[src/rtl/id_ex.sv]
// ID/EX pipeline register for the RV32I 5-stage pipeline: holds decoded fields and operands for Execute.
// Optional ID_EX_FLUSH_EN adds a synchronous flush input that inserts a NOP bubble.
module id_ex #(
    parameter int XLEN       = 32,
    parameter int REG_ADDR_W = 5
) (
    input  logic                  clk,
    input  logic                  rst,
    input  logic                  enable,
`ifdef ID_EX_FLUSH_EN
    input  logic                  flush,
`endif
    input  logic                  ula_in,
    input  logic                  mux_res_ula_in,
    input  logic                  mem_rd_in,
    input  logic                  mem_wr_in,
    input  logic                  reg_wr_in,
    input  logic                  mux_reg_wr_in,
    input  logic [XLEN-1:0]       imm_in,
    input  logic [REG_ADDR_W-1:0] rs1_in,
    input  logic [REG_ADDR_W-1:0] rs2_in,
    input  logic [REG_ADDR_W-1:0] rd_in,
    input  logic [6:0]            funct7_in,
    input  logic [2:0]            funct3_in,
    input  logic [XLEN-1:0]       val_A_in,
    input  logic [XLEN-1:0]       val_B_in,
    output logic                  ula_out,
    output logic                  mux_res_ula_out,
    output logic                  mem_rd_out,
    output logic                  mem_wr_out,
    output logic                  reg_wr_out,
    output logic                  mux_reg_wr_out,
    output logic [XLEN-1:0]       imm_out,
    output logic [REG_ADDR_W-1:0] rs1_out,
    output logic [REG_ADDR_W-1:0] rs2_out,
    output logic [REG_ADDR_W-1:0] rd_out,
    output logic [6:0]            funct7_out,
    output logic [2:0]            funct3_out,
    output logic [XLEN-1:0]       val_A_out,
    output logic [XLEN-1:0]       val_B_out
);

    localparam int PW = 6 + 3 * XLEN + 3 * REG_ADDR_W + 10;

    logic [PW-1:0] in_s;
    logic [PW-1:0] pipe_d;
    logic [PW-1:0] pipe_q;

    // All fields travel as one word so they can only ever load together
    assign in_s = {ula_in, mux_res_ula_in, mem_rd_in, mem_wr_in, reg_wr_in, mux_reg_wr_in,
                   imm_in, rs1_in, rs2_in, rd_in, funct7_in, funct3_in, val_A_in, val_B_in};

    // Next-state selection: flush bubble, capture, or hold
    always_comb begin
        pipe_d = pipe_q;
`ifdef ID_EX_FLUSH_EN
        if (flush) begin
            pipe_d = {PW{1'b0}};
        end else if (enable) begin
            pipe_d = in_s;
        end else begin
            pipe_d = pipe_q;
        end
`else
        if (enable) begin
            pipe_d = in_s;
        end else begin
            pipe_d = pipe_q;
        end
`endif
    end

    // Pipeline storage with asynchronous active-low clear
    always_ff @(posedge clk or negedge rst) begin
        if (!rst) begin
            pipe_q <= {PW{1'b0}};
        end else begin
            pipe_q <= pipe_d;
        end
    end

    assign {ula_out, mux_res_ula_out, mem_rd_out, mem_wr_out, reg_wr_out, mux_reg_wr_out,
            imm_out, rs1_out, rs2_out, rd_out, funct7_out, funct3_out,
            val_A_out, val_B_out} = pipe_q;

endmodule

[config.mk]
export PLATFORM = sky130hd
export DESIGN_NAME = id_ex
export DESIGN_NICKNAME = d
export VERILOG_FILES = /design/src/rtl/id_ex.sv
export SDC_FILE = /design/constraint.sdc
export NUM_CORES = 1
export LEC_CHECK = 0
export BUFFER_PORTS_ARGS = -buffer_cell sky130_fd_sc_hd__buf_2
export CAP_MARGIN = 20
export CORE_ASPECT_RATIO = 1.5
export CORE_MARGIN = 2
export CORE_UTILIZATION = 45
export CTS_BUF_LIST = sky130_fd_sc_hd__clkbuf_16
export CTS_CLUSTER_DIAMETER = 50
export DETAILED_ROUTE_END_ITERATION = 6
export PLACE_DENSITY = 0.86
export SLEW_MARGIN = 30
export SYNTH_ARGS = -nofsm -noshare
export SYNTH_HDL_FRONTEND = slang
export SYNTH_SLANG_ARGS = --single-unit
[constraint.sdc]
create_clock -name clk -period 0.9 [get_ports clk]
set_input_delay 0 -clock clk [delete_from_list [all_inputs] [get_ports clk]]
set_output_delay 0 -clock clk [all_outputs]
set_load 0.005 [all_outputs]
==> impl_results.html <==
<table>
<tr><th>Metric</th><th>Value</th></tr>
<tr><th colspan="2">Setup path</th></tr>
<tr><td>Critical-path top delay cell</td><td>sky130_fd_sc_hd__dfrtp_1</td></tr>
<tr><td>Crit. End Element</td><td>output pin</td></tr>
<tr><td>Gate family responsible for the most delay along the worst path</td><td>flip-flops</td></tr>
<tr><td>Data arrival at the endpoint of the critical path</td><td>0.96 ns</td></tr>
<tr><td>Max Fanout on Critical Path</td><td>2</td></tr>
<tr><td>Kind of critical path</td><td>reg -&gt; out</td></tr>
<tr><td>Critical path's largest stage delay</td><td>0.41 ns</td></tr>
<tr><td>Setup crit start kind</td><td>flip-flop</td></tr>
<tr><td>Critical path buffer and inverter count</td><td>1</td></tr>
<tr><td>CP required</td><td>0.90 ns</td></tr>
<tr><td>Critical path cell sequence</td><td>buf_2</td></tr>
<tr><th colspan="2">Status</th></tr>
<tr><td>Outcome</td><td>finished, violations left</td></tr>
<tr><td>Violations in the final reports</td><td>setup timing</td></tr>
<tr><th colspan="2">GRT</th></tr>
<tr><td>Global routing met2 resource utilization</td><td>54.9%</td></tr>
<tr><td>Vias in the first global route</td><td>about 4.7k</td></tr>
<tr><td>GRT Residual Overflow</td><td>0</td></tr>
<tr><td>Maximum number of pins on one net before global-route repair</td><td>42</td></tr>
<tr><td>Global-route total usage across every layer</td><td>28.7%</td></tr>
<tr><td>Most Crowded Layer GR</td><td>met2</td></tr>
<tr><td>Met3 track utilization from global routing</td><td>under 10%</td></tr>
<tr><td>Number of antenna violations at the first check in global routing</td><td>0</td></tr>
<tr><td>Grt met1 use</td><td>27.8%</td></tr>
<tr><td>Wire length of the first global-routing pass</td><td>24.3 mm</td></tr>
<tr><th colspan="2">Floorplanning</th></tr>
<tr><td>Core area</td><td>10500 µm²</td></tr>
<tr><td>Die height</td><td>131 µm</td></tr>
<tr><td>Die footprint</td><td>11600 µm²</td></tr>
<tr><td>Width of the chip</td><td>88.5 µm</td></tr>
<tr><td>Number of top-level pins</td><td>approximately 260</td></tr>
<tr><td>Initial Utilization</td><td>45.8%</td></tr>
<tr><td>Number of standard-cell rows in the floorplan</td><td>46</td></tr>
<tr><th colspan="2">CTS</th></tr>
<tr><td>Maximum clock insertion buffer count</td><td>2</td></tr>
<tr><td>CTS H-Tree Depth</td><td>4</td></tr>
<tr><td>CTS tree</td><td>built</td></tr>
<tr><td>CTS root buf</td><td>sky130_fd_sc_hd__clkbuf_16</td></tr>
<tr><td>Clk slew on worst S/H paths</td><td>0.06 ns</td></tr>
<tr><td>Sinks on Clock Net</td><td>127</td></tr>
<tr><td>Clock latency reported for the late side of the worst-skew pair</td><td>approximately 0.40 ns</td></tr>
<tr><td>TritonCTS Buffers</td><td>17</td></tr>
<tr><th colspan="2">STA</th></tr>
<tr><td>Setup tns final</td><td>-2.93 ns</td></tr>
<tr><td>Max Clock Skew</td><td>0 ns</td></tr>
<tr><td>Setup Viol. Count Final</td><td>139</td></tr>
<tr><td>Hold Violations, Final</td><td>0</td></tr>
<tr><td>Min Clock Period, post-route</td><td>0.960 ns</td></tr>
<tr><td>Least setup slack across all paths after layout</td><td>-0.0599 ns</td></tr>
<tr><td>Period utilisation layout</td><td>107%</td></tr>
<tr><td>Highest clock frequency the design can meet</td><td>approximately 1000 MHz</td></tr>
<tr><td>Tightest Pin Transition</td><td>0.334 ns</td></tr>
<tr><td>Worst rel slew slack</td><td>77.7%</td></tr>
<tr><td>Worst slack on hold paths</td><td>0.0422 ns</td></tr>
<tr><td>Total count of max-transition violations in the final report</td><td>0</td></tr>
<tr><td>Unrepaired setup endpoints after global routing</td><td>yes</td></tr>
<tr><th colspan="2">Synth</th></tr>
<tr><td>Most common library cells after synthesis</td><td>127 x sky130_fd_sc_hd__dfrtp_1, 97 x sky130_fd_sc_hd__mux2_2, 30 x sky130_fd_sc_hd__mux2_4, 9 x sky130_fd_sc_hd__buf_2, 5 x sky130_fd_sc_hd__buf_6</td></tr>
<tr><td>Part of the Yosys area used for sequential elements</td><td>65.9%</td></tr>
<tr><td>Most used flip-flop cell after synthesis</td><td>sky130_fd_sc_hd__dfrtp_1</td></tr>
<tr><td>Yosys top cell by area</td><td>sky130_fd_sc_hd__dfrtp_1</td></tr>
<tr><td>Number of library cell types mapped by synthesis</td><td>5</td></tr>
<tr><td>Fraction of post-synthesis cell area in the top cell type by area</td><td>65.9%</td></tr>
<tr><td>Post-Synthesis Net Count</td><td>398</td></tr>
<tr><td>Syn. warnings</td><td>0</td></tr>
<tr><td>Most common cell in the synthesized netlist</td><td>sky130_fd_sc_hd__dfrtp_1</td></tr>
<tr><td>Yosys reg bits</td><td>127</td></tr>
<tr><td>Mapped Area</td><td>4820 µm²</td></tr>
<tr><td>Synth Instances</td><td>about 270</td></tr>
<tr><td>Number of enable flip-flop cells after synthesis</td><td>0</td></tr>
<tr><td>Synth area leaders</td><td>sky130_fd_sc_hd__dfrtp_1 66%, sky130_fd_sc_hd__mux2_2 23%, sky130_fd_sc_hd__mux2_4 9.3%</td></tr>
<tr><td>Async S/R FF share, synth</td><td>100%</td></tr>
<tr><td>Mean area per synthesized cell</td><td>18.0 µm²</td></tr>
<tr><th colspan="2">Placement</th></tr>
<tr><td>Number of port buffers</td><td>256</td></tr>
<tr><td>Post-DP HPWL</td><td>about 8.5 mm</td></tr>
<tr><td>Place WS</td><td>-0.0652 ns</td></tr>
<tr><td>Routability congestion estimate from global placement</td><td>0.760</td></tr>
<tr><td>Number of cells after detailed placement</td><td>667</td></tr>
<tr><th colspan="2">Cells and area</th></tr>
<tr><td>Final core area utilization</td><td>83.4%</td></tr>
<tr><td>Combined area of the multi-input logic cells</td><td>1590 µm²</td></tr>
<tr><td>Register Area</td><td>about 3200 µm²</td></tr>
<tr><td>Share of final-layout standard cells stronger than drive strength 1</td><td>65.1%</td></tr>
<tr><td>Final std cells w/o fill</td><td>884</td></tr>
<tr><td>Registers with the highest flip-flop counts</td><td>pipe_q x127</td></tr>
<tr><td>Area growth from synthesis to layout</td><td>82.1%</td></tr>
<tr><td>Max reg flops</td><td>127</td></tr>
<tr><td>Layout net count</td><td>around 860</td></tr>
<tr><td>Fillcell total</td><td>486</td></tr>
<tr><td>Most flops, register</td><td>pipe_q</td></tr>
<tr><td>Ant. Diodes</td><td>0</td></tr>
<tr><th colspan="2">Route</th></tr>
<tr><td>Overall via count from detail_route</td><td>4314</td></tr>
<tr><td>Final routed wirelength across all metal layers</td><td>roughly 18 mm</td></tr>
<tr><td>Post-DRT Antenna Nets</td><td>0</td></tr>
<tr><td>Drt wl/cell</td><td>20.0 µm</td></tr>
<tr><td>Post-detailed-route DRC marker count</td><td>0</td></tr>
<tr><td>Vias per std cell</td><td>4.88</td></tr>
<tr><td>1st-iter DRT viols</td><td>132</td></tr>
<tr><td>First-pass iteration count of the detailed router</td><td>4</td></tr>
<tr><th colspan="2">Run</th></tr>
<tr><td>Number of max-cap violations</td><td>0</td></tr>
<tr><th colspan="2">Hold path</th></tr>
<tr><td>Type of the worst min-delay path</td><td>in -&gt; async</td></tr>
<tr><th colspan="2">Power</th></tr>
<tr><td>Worst IR Drop VDD</td><td>0.00163 V</td></tr>
<tr><td>Power per unit of standard cell area</td><td>approximately 1900 nW/µm²</td></tr>
<tr><td>Pleak</td><td>between 0.004 and 0.005 µW</td></tr>
</table>
==> layout make-up <==
cell class                      count  area share [%]
Timing Repair Buffer              455            36.8
Clock buffer                       17            4.84
Sequential cell                   127            36.2
Multi-Input combinational cell    127            18.1
Clock inverter                     14            2.01
Tap cell                          144            2.05
==> report_power, final <==
part / internal (µW) / total (µW) / switching [µW]
Sequential: 6290 / 6660 / 365
Clock: 4570 / 7040 / 2470
Combinational: 1970 / 3110 / 1140
Total: 12800 / 16800 / 3970
==> final timing paths <==
check / from / endpoint / slack (ns) / depth (start not counted)
setup / recovery: pipe_q[112] / imm_out[23] / -0.06 / 1
hold / removal: rst / pipe_q[107] / 0.04 / 2
setup reg to reg: pipe_q[16] / pipe_q[16] / -0.05 / 2
hold reg to reg: pipe_q[75] / pipe_q[75] / 0.50 / 1
max in group asynchronous: rst / pipe_q[59] / 0.32 / 3
min in group clk: enable / pipe_q[14] / 0.15 / 3
==> kinds of logic after synthesis <==
| kind of cell | synth area share [%] |
|---|---|
| buf+inv | 2.10 |
| flops | 65.9 |
| mux | 32.0 |
==> per-layer routing <==
layer / vias up / routed length (µm)
li1: 1867 / -
met1: 2130 / 5850
met2: 245 / 9930
met3: 72 / 1020
met4: 0 / 873
met5: - / 0
==> stage by stage <==
step                      cell area [µm²]  total power [µW]
after global placement               6350              8590
final                                8780             16800
after floorplan                      4820              7510
after global routing                 8780             17400
after CTS                            8540             16300
after detailed placement             6350              8700
==> timing repair <==
action / CTS / global route
hold buffers: 128 / 0
setup endpoints to repair: 127 / 156
endpoints found under the hold margin: 254 / 0
gates resized for setup: 0 / 30
buffers inserted: 41 / 17
==> placed cells by master, fill, tap and decap left out <==
master / n
sky130_fd_sc_hd__buf_6: 18
sky130_fd_sc_hd__buf_4: 52
sky130_fd_sc_hd__dfrtp_1: 127
sky130_fd_sc_hd__bufinv_16: 4
sky130_fd_sc_hd__buf_12: 5
sky130_fd_sc_hd__clkinv_2: 3
sky130_fd_sc_hd__mux2_2: 85
sky130_fd_sc_hd__mux2_4: 42
sky130_fd_sc_hd__clkinvlp_4: 4
sky130_fd_sc_hd__dlygate4sd3_1: 128
sky130_fd_sc_hd__clkinv_1: 1
sky130_fd_sc_hd__buf_2: 252
sky130_fd_sc_hd__inv_1: 2
sky130_fd_sc_hd__clkbuf_16: 17
No activity file was read; power rests on OpenSTA's default activity.
